===== src/rtl/ps2_pkg.sv =====
// Shared types and helpers for the PS/2 receiver: frame FSM states,
// key-prefix byte values and the odd-parity check.
package ps2_pkg;

    typedef enum logic [1:0] {
        IDLE   = 2'd0,
        DATA   = 2'd1,
        PARITY = 2'd2,
        STOP   = 2'd3
    } ps2_state_e;

    localparam logic [7:0] PS2_PFX_EXT = 8'hE0;
    localparam logic [7:0] PS2_PFX_REL = 8'hF0;

    // True when data plus parity bit carries an odd number of ones.
    function automatic logic odd_parity_ok(input logic [7:0] data, input logic par);
        return (^data) ^ par;
    endfunction

endpackage


===== src/rtl/ps2_rx_if.sv =====
// Consumer-side bundle of the PS/2 receiver: byte stream handshake,
// error/overflow pulses and decoded key events.
interface ps2_rx_if;
    logic [7:0] rx_data;
    logic       rx_valid;
    logic       rx_ready;
    logic       rx_err;
    logic       rx_overflow;
    logic [7:0] key_code;
    logic       key_ext;
    logic       key_release;
    logic       key_strobe;

    modport master (
        output rx_data, rx_valid, rx_err, rx_overflow,
        output key_code, key_ext, key_release, key_strobe,
        input  rx_ready
    );

    modport slave (
        input  rx_data, rx_valid, rx_err, rx_overflow,
        input  key_code, key_ext, key_release, key_strobe,
        output rx_ready
    );
endinterface


===== src/rtl/ps2_rx_fifo.sv =====
// Synchronous first-word-fall-through byte FIFO, depth 2**FIFO_BITS.
// A push while full is accepted only when a pop happens in the same cycle.
module ps2_rx_fifo #(
    parameter int FIFO_BITS = 3
) (
    input  logic       clk_sys,
    input  logic       reset_n,
    input  logic       push,
    input  logic [7:0] din,
    output logic       full,
    input  logic       pop,
    output logic [7:0] dout,
    output logic       empty
);
    localparam int DEPTH = 1 << FIFO_BITS;

    logic [7:0]           mem_q [DEPTH];
    logic [FIFO_BITS-1:0] wr_ptr_q, rd_ptr_q;
    logic [FIFO_BITS:0]   count_q, count_d;
    logic                 do_push, do_pop;

    assign empty   = (count_q == '0);
    assign full    = count_q[FIFO_BITS];
    assign do_pop  = pop & ~empty;
    assign do_push = push & (~full | do_pop);
    assign dout    = empty ? 8'h00 : mem_q[rd_ptr_q];

    always_comb begin
        count_d = count_q;
        case ({do_push, do_pop})
            2'b10:   count_d = count_q + {{FIFO_BITS{1'b0}}, 1'b1};
            2'b01:   count_d = count_q - {{FIFO_BITS{1'b0}}, 1'b1};
            default: count_d = count_q;
        endcase
    end

    always_ff @(posedge clk_sys) begin
        if (do_push) mem_q[wr_ptr_q] <= din;
    end

    always_ff @(posedge clk_sys or negedge reset_n) begin
        if (!reset_n) begin
            wr_ptr_q <= '0;
            rd_ptr_q <= '0;
            count_q  <= '0;
        end else begin
            if (do_push) wr_ptr_q <= wr_ptr_q + {{(FIFO_BITS-1){1'b0}}, 1'b1};
            if (do_pop)  rd_ptr_q <= rd_ptr_q + {{(FIFO_BITS-1){1'b0}}, 1'b1};
            count_q <= count_d;
        end
    end
endmodule


===== src/rtl/ps2_rx.sv =====
// PS/2 frame receiver: synchronise + glitch-filter the device clock, decode
// 11-bit frames, queue good bytes. Key decoding built with PS2_RX_KEYDECODE_EN.
//
// state  | meaning
// IDLE   | waiting for a start bit (data 0 on a falling edge)
// DATA   | shifting in 8 data bits, LSB first
// PARITY | capturing odd-parity result
// STOP   | checking stop bit, then push byte or flag error
module ps2_rx
    import ps2_pkg::*;
#(
    parameter int FILTER_LEN = 4,
    parameter int TIMEOUT    = 100000,
    parameter int FIFO_BITS  = 3
) (
    input  logic     clk_sys,
    input  logic     reset_n,
    input  logic     ps2_clk,
    input  logic     ps2_data,
    ps2_rx_if.master rx_if
);
    localparam int             TO_W    = $clog2(TIMEOUT + 1);
    localparam logic [TO_W-1:0] TO_LAST = TO_W'(TIMEOUT - 1);

    logic [1:0]      clk_sync_q, data_sync_q;
    logic            clk_f_q, clk_f_d;
    logic [3:0]      flt_cnt_q, flt_cnt_d;
    logic            fall, bit_in;
    ps2_state_e      state_q, state_d;
    logic [2:0]      bit_cnt_q, bit_cnt_d;
    logic [7:0]      sr_q, sr_d;
    logic            par_ok_q, par_ok_d;
    logic [TO_W-1:0] to_cnt_q, to_cnt_d;
    logic            push, err_d, err_q, ovf_d, ovf_q;
    logic            full, empty, pop;
    logic [7:0]      dout;

    assign bit_in = data_sync_q[1];

    // clk_f only follows the synced clock after FILTER_LEN agreeing samples.
    always_comb begin
        clk_f_d   = clk_f_q;
        flt_cnt_d = '0;
        if (clk_sync_q[1] != clk_f_q) begin
            if (flt_cnt_q == 4'(FILTER_LEN - 1)) clk_f_d = clk_sync_q[1];
            else                                 flt_cnt_d = flt_cnt_q + 4'd1;
        end
    end

    assign fall = clk_f_q & ~clk_f_d;

    always_comb begin
        state_d   = state_q;
        bit_cnt_d = bit_cnt_q;
        sr_d      = sr_q;
        par_ok_d  = par_ok_q;
        to_cnt_d  = to_cnt_q;
        push      = 1'b0;
        err_d     = 1'b0;
        if (fall) begin
            to_cnt_d = '0;
            case (state_q)
                IDLE: if (!bit_in) begin
                    state_d   = DATA;
                    bit_cnt_d = '0;
                end
                DATA: begin
                    sr_d = {bit_in, sr_q[7:1]};
                    if (bit_cnt_q == 3'd7) state_d = PARITY;
                    else                   bit_cnt_d = bit_cnt_q + 3'd1;
                end
                PARITY: begin
                    par_ok_d = odd_parity_ok(sr_q, bit_in);
                    state_d  = STOP;
                end
                STOP: begin
                    if (par_ok_q && bit_in) push  = 1'b1;
                    else                    err_d = 1'b1;
                    state_d = IDLE;
                end
                default: state_d = IDLE;
            endcase
        end else if (state_q == IDLE) begin
            to_cnt_d = '0;
        end else if (to_cnt_q == TO_LAST) begin
            state_d  = IDLE;
            err_d    = 1'b1;
            to_cnt_d = '0;
        end else begin
            to_cnt_d = to_cnt_q + TO_W'(1);
        end
    end

    assign pop   = rx_if.rx_ready & ~empty;
    assign ovf_d = push & full & ~pop;

    always_ff @(posedge clk_sys or negedge reset_n) begin
        if (!reset_n) begin
            clk_sync_q  <= 2'b11;
            data_sync_q <= 2'b11;
            clk_f_q     <= 1'b1;
            flt_cnt_q   <= '0;
            state_q     <= IDLE;
            bit_cnt_q   <= '0;
            sr_q        <= '0;
            par_ok_q    <= 1'b0;
            to_cnt_q    <= '0;
            err_q       <= 1'b0;
            ovf_q       <= 1'b0;
        end else begin
            clk_sync_q  <= {clk_sync_q[0], ps2_clk};
            data_sync_q <= {data_sync_q[0], ps2_data};
            clk_f_q     <= clk_f_d;
            flt_cnt_q   <= flt_cnt_d;
            state_q     <= state_d;
            bit_cnt_q   <= bit_cnt_d;
            sr_q        <= sr_d;
            par_ok_q    <= par_ok_d;
            to_cnt_q    <= to_cnt_d;
            err_q       <= err_d;
            ovf_q       <= ovf_d;
        end
    end

    ps2_rx_fifo #(.FIFO_BITS(FIFO_BITS)) u_fifo (
        .clk_sys (clk_sys),
        .reset_n (reset_n),
        .push    (push),
        .din     (sr_q),
        .full    (full),
        .pop     (pop),
        .dout    (dout),
        .empty   (empty)
    );

    assign rx_if.rx_data     = dout;
    assign rx_if.rx_valid    = ~empty;
    assign rx_if.rx_err      = err_q;
    assign rx_if.rx_overflow = ovf_q;

`ifdef PS2_RX_KEYDECODE_EN
    logic       ext_q, rel_q, kstrobe_q, kext_q, krel_q;
    logic [7:0] kcode_q;

    // Decode sees every completed byte, even one the full FIFO drops.
    always_ff @(posedge clk_sys or negedge reset_n) begin
        if (!reset_n) begin
            ext_q     <= 1'b0;
            rel_q     <= 1'b0;
            kstrobe_q <= 1'b0;
            kcode_q   <= '0;
            kext_q    <= 1'b0;
            krel_q    <= 1'b0;
        end else begin
            kstrobe_q <= 1'b0;
            if (err_d) begin
                ext_q <= 1'b0;
                rel_q <= 1'b0;
            end else if (push) begin
                if (sr_q == PS2_PFX_EXT) begin
                    ext_q <= 1'b1;
                end else if (sr_q == PS2_PFX_REL) begin
                    rel_q <= 1'b1;
                end else begin
                    kstrobe_q <= 1'b1;
                    kcode_q   <= sr_q;
                    kext_q    <= ext_q;
                    krel_q    <= rel_q;
                    ext_q     <= 1'b0;
                    rel_q     <= 1'b0;
                end
            end
        end
    end

    assign rx_if.key_code    = kcode_q;
    assign rx_if.key_ext     = kext_q;
    assign rx_if.key_release = krel_q;
    assign rx_if.key_strobe  = kstrobe_q;
`else
    assign rx_if.key_code    = 8'h00;
    assign rx_if.key_ext     = 1'b0;
    assign rx_if.key_release = 1'b0;
    assign rx_if.key_strobe  = 1'b0;
`endif
endmodule

===== src/flat_wrapper.sv =====
// flat-port wrapper written by rule: the top's interface ports become plain ports
module ps2_rx_flat import ps2_pkg::*;
#(
    parameter int FILTER_LEN = 4,
    parameter int TIMEOUT    = 100000,
    parameter int FIFO_BITS  = 3
)
  (clk_sys, reset_n, ps2_clk, ps2_data, rx_if_rx_data, rx_if_rx_valid, rx_if_rx_err, rx_if_rx_overflow, rx_if_key_code, rx_if_key_ext, rx_if_key_release, rx_if_key_strobe, rx_if_rx_ready);
  ps2_rx_if rx_if_i ();
  input  logic clk_sys;
  input  logic reset_n;
  input  logic ps2_clk;
  input  logic ps2_data;
  output wire logic [$bits(rx_if_i.rx_data)-1:0] rx_if_rx_data;
  output wire logic [$bits(rx_if_i.rx_valid)-1:0] rx_if_rx_valid;
  output wire logic [$bits(rx_if_i.rx_err)-1:0] rx_if_rx_err;
  output wire logic [$bits(rx_if_i.rx_overflow)-1:0] rx_if_rx_overflow;
  output wire logic [$bits(rx_if_i.key_code)-1:0] rx_if_key_code;
  output wire logic [$bits(rx_if_i.key_ext)-1:0] rx_if_key_ext;
  output wire logic [$bits(rx_if_i.key_release)-1:0] rx_if_key_release;
  output wire logic [$bits(rx_if_i.key_strobe)-1:0] rx_if_key_strobe;
  input wire logic [$bits(rx_if_i.rx_ready)-1:0] rx_if_rx_ready;
  assign rx_if_rx_data = rx_if_i.rx_data;
  assign rx_if_rx_valid = rx_if_i.rx_valid;
  assign rx_if_rx_err = rx_if_i.rx_err;
  assign rx_if_rx_overflow = rx_if_i.rx_overflow;
  assign rx_if_key_code = rx_if_i.key_code;
  assign rx_if_key_ext = rx_if_i.key_ext;
  assign rx_if_key_release = rx_if_i.key_release;
  assign rx_if_key_strobe = rx_if_i.key_strobe;
  assign rx_if_i.rx_ready = rx_if_rx_ready;
  ps2_rx #(.FILTER_LEN(FILTER_LEN), .TIMEOUT(TIMEOUT), .FIFO_BITS(FIFO_BITS)) u_core (.clk_sys(clk_sys), .reset_n(reset_n), .ps2_clk(ps2_clk), .ps2_data(ps2_data), .rx_if(rx_if_i));
endmodule

===== config.mk =====
export PLATFORM = sky130hd
export DESIGN_NAME = ps2_rx_flat
export DESIGN_NICKNAME = d
export VERILOG_FILES = /design/src/rtl/ps2_pkg.sv /design/src/rtl/ps2_rx_if.sv /design/src/rtl/ps2_rx_fifo.sv /design/src/rtl/ps2_rx.sv /design/src/flat_wrapper.sv
export SDC_FILE = /design/constraint.sdc
export NUM_CORES = 1
export LEC_CHECK = 0
export BUFFER_PORTS_ARGS = -buffer_cell sky130_fd_sc_hd__buf_4
export CAP_MARGIN = 20
export CORE_MARGIN = 8
export CORE_UTILIZATION = 35
export CTS_CLUSTER_SIZE = 25
export DETAILED_ROUTE_END_ITERATION = 16
export PLACE_DENSITY_LB_ADDON = 0.12
export SLEW_MARGIN = 20
export SYNTH_ARGS = -nofsm -noshare
export SYNTH_HDL_FRONTEND = slang
export SYNTH_SLANG_ARGS = --single-unit

===== constraint.sdc =====
create_clock -name clk_sys -period 3.1 [get_ports clk_sys]
set_clock_uncertainty 0.1 [all_clocks]
set_input_delay 0.155 -clock clk_sys [delete_from_list [all_inputs] [get_ports clk_sys]]
set_output_delay 0.155 -clock clk_sys [all_outputs]
set_load 0.1 [all_outputs]

# Yosys cells after proc, flatten, opt, wreduce, memory -nomap -nowiden
# Memories as Yosys holds them, arrays and structs flattened.
# Index checks and enable logic that the tools add are counted.
# W data, S select, Z words.
totals:
  elab_cells: 86
  mem_bits_rw: 64
  memories: 1
  latch_bits: 0
  register_bits: 52
  output_inout_bits: 22
  rom_bits: 0
memory_table:
  columns: ["name", "depth", "word_bits", "rd", "rd_ports_with_merged_regs", "wr", "line", "text"]
  rows:
  - ["u_core.u_fifo.mem_q", 8, 8, 1, 0, 1, "ps2_rx_fifo.sv:17", "logic [7:0] mem_q [DEPTH];"]
op_classes:
  shifts: 0
  n_mux: 28
  add_sub_neg: 7
  bitwise: 12
  div_mod_pow: 0
  n_lt_le_gt_ge: 0
  multipliers: 0
  n_eq_ne: 13
  n_reduce_logical: 11
ops:
  columns: ["cell", "count"]
  rows:
  - ["$mux W17", 3]
  - ["$add A17 B1 Y17 const B", 1]
  - ["$eq A17 B17 Y1 const B", 1]
  - ["$mux W1", 12]
  - ["$mux W2", 5]
  - ["$add A3 B1 Y3 const B", 3]
  - ["$add A4 B1 Y4 const B", 2]
  - ["$mux W4", 2]
  - ["$mux W8", 1]
  - ["$pmux W2 S4", 1]
  - ["$pmux W4 S2", 1]
  - ["$reduce_and A4 Y1", 2]
  - ["$reduce_xor A8 Y1", 1]
  - ["$and A1 B1 Y1", 6]
  - ["$eq A2 B2 Y1 const B", 3]
  - ["$mux W3", 2]
  - ["$pmux W3 S2", 1]
  - ["$reduce_bool A2 Y1", 3]
  - ["$eq A2 B1 Y1 const B", 2]
  - ["$eq A4 B2 Y1 const B", 1]
  - ["$logic_not A4 Y1", 1]
  - ["$ne A2 B2 Y1 const B", 2]
  - ["$not A1 Y1", 4]
  - ["$reduce_and A2 Y1", 2]
  - ["9 further kinds", 9]

# Longest topological paths before layout
# Gate-level depths: netlist (run 1).
depth:
  ltp_word: 9
  depth_mapped: 12
  ltp_nobuf: 11

# By module
# A second synthesis (run 1) with hierarchy kept.
hier_totals:
  hier_cells: 350
  hier_area_um2: 5276.3
by_module_without_submodules:
  columns: ["module", "area_per_inst_um2", "cells_each", "n_inst"]
  rows:
  - ["ps2_rx_fifo", 3026.7, 156, 1]
  - ["ps2_rx", 2249.7, 194, 1]

# Worst setup path before layout (run 1)
# OpenSTA, ideal clock, no wires.
synth_timing:
  kind: "register to register"
  from: "register u_core.u_fifo.count_q[2]"
  to: "register u_core.u_fifo.count_q[2]"
  t_arrival_ns: 2.618
  n_path_buf: 1
  path_stages_with_launch: 12
  setup_slack_ns: 0.254
  cell_sequence: "dfrtp_1 > nor4_4 > inv_2 > and2_1 > clkbuf_1 > ha_1 > xor2_1 > ha_1 > a21oi_1 > xor2_1 > nor2_1 > xor2_1"
synth_between:
  elab_chain_cells: 8
  elab_cells_between_ends: 12
synth_rtl:
  columns: ["element", "line", "text"]
  rows:
  - ["start: declaration", "ps2_rx_fifo.sv:19", "logic [FIFO_BITS:0] count_q, count_d;"]
  - ["start signal: assignment", "ps2_rx_fifo.sv:49", "count_q <= count_d;"]
  - ["$logic_not A4 Y1 (*)", "ps2_rx_fifo.sv:22", "assign empty = (count_q == '0);"]
  - ["$not A1 Y1 (*)", null, null]
  - ["named net rx_if_rx_valid", "flat_wrapper.sv:15", "output wire logic [$bits(rx_if_i.rx_valid)-1:0] rx_if_rx_valid;"]
  - ["$and A1 B1 Y1", "ps2_rx.sv:94", "assign pop = rx_if.rx_ready & ~empty;"]
  - ["$and A1 B1 Y1 (*)", "ps2_rx_fifo.sv:24", "assign do_pop = pop & ~empty;"]
  - ["named net u_core.u_fifo.do_pop", "ps2_rx_fifo.sv:20", "logic do_push, do_pop;"]
  - ["$or A1 B1 Y1", "ps2_rx_fifo.sv:25", "assign do_push = push & (~full | do_pop);"]
  - ["$and A1 B1 Y1", "ps2_rx_fifo.sv:25", null]
  - ["$eq A2 B1 Y1 or $eq A2 B2 Y1 (tied branches)", "ps2_rx_fifo.sv:30", "case ({do_push, do_pop})"]
  - ["$pmux W4 S2 or $reduce_bool A2 Y1 (tied branches)", null, null]
# The timed path passes the listed nets; every way through them passes the cells marked *.
# A chain may end at the register's enable or synchronous reset.

# Final worst setup path (run 1)
layout_timing:
  from: "register u_core.flt_cnt_q[0]"
  to: "register u_core.u_fifo.count_q[2]"
layout_between:
  elab_chain_cells: 9
  elab_cells_between_ends: 11
layout_rtl:
  columns: ["element", "line", "text"]
  rows:
  - ["start: declaration", "ps2_rx.sv:27", "logic [3:0] flt_cnt_q, flt_cnt_d;"]
  - ["start signal: assignment", "ps2_rx.sv:114", "flt_cnt_q <= flt_cnt_d;"]
  - ["$eq A4 B2 Y1 (*)", "ps2_rx.sv:45", "if (flt_cnt_q == 4'(FILTER_LEN - 1)) clk_f_d = clk_sync_q[1];"]
  - ["$mux W1 (*)", "ps2_rx.sv:45", null]
  - ["$mux W1 (*)", "ps2_rx.sv:44", "if (clk_sync_q[1] != clk_f_q) begin"]
  - ["$not A1 Y1 (*)", "ps2_rx.sv:50", "assign fall = clk_f_q & ~clk_f_d;"]
  - ["$and A1 B1 Y1 (*)", "ps2_rx.sv:50", null]
  - ["$mux W1 (*)", "ps2_rx.sv:60", "if (fall) begin"]
  - ["$and A1 B1 Y1 (*)", "ps2_rx_fifo.sv:25", null]
  - ["$eq A2 B1 Y1 or $eq A2 B2 Y1 (tied branches)", "ps2_rx_fifo.sv:30", null]
  - ["$pmux W4 S2 or $reduce_bool A2 Y1 (tied branches)", null, null]
# Mark *: on every way between the ends. The rest lies on a longest branch, timed or not.

==> results_dict.tcl, run 1 <==
set metrics [dict create \
    holdCritPathClass "in2async" \
    synthFlopType "edfxtp_1" \
    start_util_pct 35.8 \
    finalWorstSetupSlack_ns 0.277 \
    end_kind "flop" \
    pre_cts_slack_ns 0.271 \
    postRouteAntennaNets 0 \
    p_comb_share_pct 26.6 \
    cap_violations 0 \
    die_w_um 138 \
    clk_pin_slew_ns 0.05 \
    setup_viol 0 \
    fin_crit_ns 2.82 \
    drive_gt1_share_pct 24.7 \
    period_share_pct 91.1 \
    cp_slowest_cell "or3b_1" \
    coreArea_um2 14500 \
    synth-warning-count 0 \
    port_buffers 15 \
    power_frac_seq_pct 35.6 \
    globalplace.congestion 0.736 \
    crit_path_start_kind "flop" \
    die-height_um 138 \
    clock_path_buffers 2 \
    cts_tree "built" \
    cts.sinks 116 \
    syn-cell-area_um2 5180 \
    layout_commonest_cell "edfxtp_1" \
    fill_cells 1322 \
    yosysUniqueCellTypes 49 \
    dp_cells 549 \
    antenna_found_initial 0 \
    root_buffer "clkbuf_16" \
    cts-htree-levels 4 \
    routed_via_density 4.81 \
    grt_pass1_vias 2969 \
    nets 406 \
    die-area_um2 18900 \
    finalPower_uw 5270 \
    ys_seq_area_share_pct 62.3 \
    area_growth_pct 18.7 \
    crit_buf_inv 1 \
    drv_slew 0 \
    cp_slowest_stage_delay_ns 0.50 \
    ios 27 \
    status "complete, no violations" \
    rows 44 \
    cp.required_ns 3.29 \
    crit_family "simple AND/OR/NAND/NOR gates" \
    cts_hold_buf 4 \
    ys_async_sr_fraction_pct 44.8 \
    worstPathArrival_ns 3.01 \
    synth.avg_cell_area_um2 14.8 \
    tightest_slew_ns 0.794 \
    wirelength_mm 9.22 \
    switching_share_pct 34.1 \
    internal_power_uw 3470 \
    ir_worst_vdd_v 0.000652 \
    grt_usage_pct 10.9 \
    dp_hpwl_mm 6.24 \
    power_density_nw_per_um2 856 \
    wl_per_cell_um 15.8 \
    clkLatencyLatePin_ns 0.41 \
    p_clk_share_pct 37.8 \
    numCtsBuffers 17 \
    clock.fmax_mhz 354 \
    critPathKind "reg2reg" \
    synth-seq-cells 116 \
    rsz0062_at_grt "no" \
    netlist_instances 350 \
    dr_total_vias 2815 \
    num_antenna_cells 0 \
    path_max_fanout 6 \
    drc 0 \
    slew_headroom_pct 47.0 \
    grt.overflow.total 0 \
    fin_cells 585 \
    synth_edf_count 64 \
    multiInputGateArea_um2 1840 \
    cts_setup_buffers 0 \
    fin_tns_setup_ns 0 \
    grt_pass1_wl_mm 15.5 \
    drt-initial-drc-count 91 \
    first_pass_iters 4 \
    p_switching_uw 1800 \
    crit_chain "ha_1, or3b_1, nor4b_4, inv_1, ha_1, xor2_1, ha_1, a21oi_1, xor2_1, nor2_1, xor2_1" \
    grt_max_degree 53 \
    seqCellArea_um2 3230 \
    power_leakage_uw 0.00237 \
    ctsResizeCount 0 \
    hold_viol_final 0 \
    final_cell_mix "edfxtp_1, dfrtp_1, nor2_1" \
]
## registers in the layout, indices dropped and copies added (netlist names), 3 cells and up
register / cells
u_core.sr_q: 8
u_core.flt_cnt_q: 4
u_core.u_fifo.wr_ptr_q: 3
u_core.u_fifo.rd_ptr_q: 3
u_core.to_cnt_q: 17
u_core.u_fifo.mem_q: 64
u_core.bit_cnt_q: 3
u_core.u_fifo.count_q: 4
## synthesized netlist by cell type, types with 3 or more instances
library cell	count	area, um^2
mux2_2	13	146
nand2_1	15	56.3
a21oi_1	5	25.0
nor3_1	6	30.0
nand4_1	4	25.0
dfstp_2	5	131
or3_1	3	18.8
nor4b_1	3	26.3
inv_1	4	15.0
nand2b_1	3	18.8
and4_1	3	26.3
dfrtp_1	47	1180
xnor2_1	14	123
o21ai_0	5	25.0
ha_1	13	163
a22o_1	5	43.8
mux4_2	16	360
clkbuf_1	3	11.3
nand3_1	9	45.0
nor4_1	3	18.8
buf_4	11	82.6
nor2_1	34	128
edfxtp_1	64	1920
mux2i_1	8	80.1
nor2b_1	3	18.8
buf_2	4	20.0
and2_1	3	18.8
xor2_1	16	140
## per-layer routing
| metal | track usage [%] | share of wire, % | vias up |
|---|---|---|---|
| met2 | 17.0 | 48 | 42 |
| li1 | - | - | 1348 |
| met1 | 13.2 | 46 | 1411 |
| met5 | 0 | 0 | - |
| met3 | 3.76 | 4.3 | 14 |
| met4 | 5.25 | 1.8 | 0 |
## power groups by stage
stage / Clock, uW / Combinational [uW] / Sequential, uW
final: 1990 / 1400 / 1880
after global routing: 2110 / 1500 / 1900
after CTS: 2040 / 1430 / 1880
after detailed placement: 0 / 1430 / 1910
after global placement: 0 / 1410 / 1900
after floorplan: 0 / 1250 / 1800
## cell families (layout without fill, tap and decap cells)
| kind of cell | after synthesis | in the layout | synth area share (%) |
|---|---|---|---|
| AO/OA/AOI/OAI | 19 | 19 | 2.85 |
| XOR/XNOR | 31 | 31 | 5.51 |
| adder cells (fa/ha/maj) | 13 | 13 | 3.14 |
| buffers and inverters | 26 | 67 | 2.92 |
| flip-flops | 116 | 116 | 62.3 |
| multiplexers | 38 | 38 | 11.6 |
| other | 1 | 11 | 0.0724 |
| AND/OR/NAND/NOR | 106 | 106 | 11.5 |
## through the flow
stage / utilization, % / area [um^2] / hold WS [ns]
detailed placement: 38.1 / 5510 / 0.152
global placement: 38.1 / 5510 / 0.149
finish: 42.5 / 6150 / 0.204
global route: 42.5 / 6150 / 0.256
floorplan: - / 5220 / -0.241
CTS: 42.5 / 6150 / 0.246
## cell type report
type / instances / area share (%)
inverters: 5 / 0.305
clock inverters: 10 / 2.54
well taps: 184 / 3.74
flip-flops and latches: 116 / 52.5
repair buffers: 30 / 3.82
multi-input cells: 218 / 29.9
clock buffers: 22 / 7.22
## path summary, 6_finish.rpt
check / startpoint / end / slack, ns / cells past startpoint
min reg2reg: u_core.clk_sync_q[0] / u_core.clk_sync_q[1] / 0.25 / 0
min: reset_n / u_core.to_cnt_q[7] / 0.20 / 2
min in group clk_sys: u_core.clk_sync_q[0] / u_core.clk_sync_q[1] / 0.25 / 0
max in group asynchronous: reset_n / u_core.bit_cnt_q[0] / 2.22 / 2
max reg2reg: u_core.flt_cnt_q[0] / u_core.u_fifo.count_q[2] / 0.28 / 11
max: u_core.flt_cnt_q[0] / u_core.u_fifo.count_q[2] / 0.28 / 11
(Power assumes the default switching activity.)
==> inputs of run 2 (changes only) <==
Settings changed: CORE_UTILIZATION 35 to 40.
==> run 2 against run 1 <==
  * Power is 0.24% lower
  * Via count is 0.18% lower
  * Fmax is 0.73% lower
  * Critical path depth stayed put
  * Worst hold slack worse by 0.16 ns
  * Non-clock buffer count is 5 higher
  * Sequential share of layout area is 0.15 points lower
  * Global-route usage is 1.6 points higher
==> results_dict.tcl, run 2 (same netlist as run 1, synthesis figures left out) <==
set metrics [dict create \
    cts_setup_buffers 0 \
    die-area_um2 16800 \
    seqCellArea_um2 3230 \
    num_antenna_cells 0 \
    reg_top3 "u_core.u_fifo.mem_q (64), u_core.to_cnt_q (17), u_core.sr_q (8)" \
    first_pass_iters 6 \
    dp_cells 543 \
    fin_tns_setup_ns 0 \
    drc 0 \
    rsz0062_at_grt "no" \
    root_buffer "clkbuf_16" \
    cp.required_ns 3.28 \
    routed_via_density 4.86 \
    port_buffers 15 \
    wirelength_mm 9.44 \
    setup_viol 0 \
    wl_per_cell_um 16.3 \
    clock.fmax_mhz 352 \
    postRouteAntennaNets 0 \
    layout_commonest_cell "edfxtp_1" \
    area_growth_pct 19.1 \
    crit_path_start_kind "flop" \
    path_max_fanout 6 \
    status "complete, no violations" \
    grt.overflow.total 0 \
    power_density_nw_per_um2 852 \
    fin_crit_ns 2.84 \
    rows 41 \
    clock_path_buffers 2 \
    fin_cells 578 \
    nets 411 \
    cap_violations 0 \
    period_share_pct 91.7 \
    finalWorstSetupSlack_ns 0.256 \
    coreArea_um2 12600 \
    numCtsBuffers 17 \
    grt_pass1_wl_mm 15.8 \
    clkLatencyLatePin_ns 0.41 \
    regMostFlops "u_core.u_fifo.mem_q" \
    hold_viol_final 0 \
    globalplace.congestion 0.736 \
    holdCritPathClass "in2reg" \
    drive_gt1_share_pct 25.9 \
    die_w_um 130 \
    largest_register_ffs 64 \
    critPathKind "reg2reg" \
    dp_hpwl_mm 6.46 \
    multiInputGateArea_um2 1840 \
    grt_usage_pct 12.5 \
    clk_pin_slew_ns 0.05 \
    slew_headroom_pct 55.0 \
    start_util_pct 41.0 \
    die-height_um 130 \
    pre_cts_slack_ns 0.226 \
    end_kind "flop" \
    drv_slew 0 \
    cts_hold_buf 3 \
    grt_max_degree 53 \
    fill_cells 1166 \
    grt_pass1_vias 2993 \
    tightest_slew_ns 0.675 \
    worstPathArrival_ns 3.03 \
    antenna_found_initial 0 \
    ir_worst_vdd_v 0.000282 \
    cts_tree "built" \
    power_leakage_uw 0.00240 \
    final_cell_mix "edfxtp_1, dfrtp_1, nor2_1" \
    ios 27 \
    ctsResizeCount 0 \
    drt-initial-drc-count 192 \
    dr_total_vias 2810 \
    cts-htree-levels 4 \
    cts.sinks 116 \
]
[run 2: critical path, stage by stage, from the launching register on]
cell     delay, ns
dfrtp_1       0.37
ha_1          0.21
or3b_1        0.50
nor4b_4       0.33
inv_1         0.10
ha_1          0.27
xor2_1        0.16
ha_1          0.19
a21oi_1       0.14
xor2_1        0.16
nor2_1        0.06
xor2_1        0.14
[run 2: where the power goes]
part	total, uW	internal, uW	switching (uW)
Combinational	1430	427	1000
Clock	1970	1330	643
Sequential	1850	1710	145
Total	5250	3470	1790
[run 2: metrics by stage]
step                area (um^2)  hold slack [ns]  utilization (%)  power, uW
floorplan                  5220           -0.241                -       3050
global placement           5540            0.142             43.9       3330
detailed placement         5540            0.150             43.9       3340
CTS                        6170           0.0670             48.9       5330
global route               6170           0.0738             48.9       5490
finish                     6170           0.0472             48.9       5250
[run 2: worst paths after layout]
path                                            from                         to  slack (ns)  cells past startpoint
worst max-delay path             u_core.flt_cnt_q[0]   u_core.u_fifo.count_q[2]        0.26                     11
worst min-delay path                  rx_if_rx_ready   u_core.rx_if.rx_overflow        0.05                      3
worst max register to register   u_core.flt_cnt_q[0]   u_core.u_fifo.count_q[2]        0.26                     11
worst min register to register  u_core.clk_sync_q[0]       u_core.clk_sync_q[1]        0.25                      0
max in group asynchronous                    reset_n  u_core.u_fifo.rd_ptr_q[2]        2.22                      2
min in group asynchronous                    reset_n         u_core.to_cnt_q[9]        0.22                      2
[run 2: metal layers]
metal,GRT usage [%],vias to the layer above,wire (um)
met2,21.2,45,4900
met1,14.2,1395,4020
li1,-,1356,-
met4,5.53,0,176
met5,0,-,0
met3,4.04,14,339
[run 2: area by class of cell]
cell class | count | area share (%)
repair buffers | 35 | 4.38
inverters | 5 | 0.304
flip-flops and latches | 116 | 52.4
clock inverters | 12 | 2.62
well taps | 172 | 3.49
clock buffers | 20 | 7.08
multi-input cells | 218 | 29.8
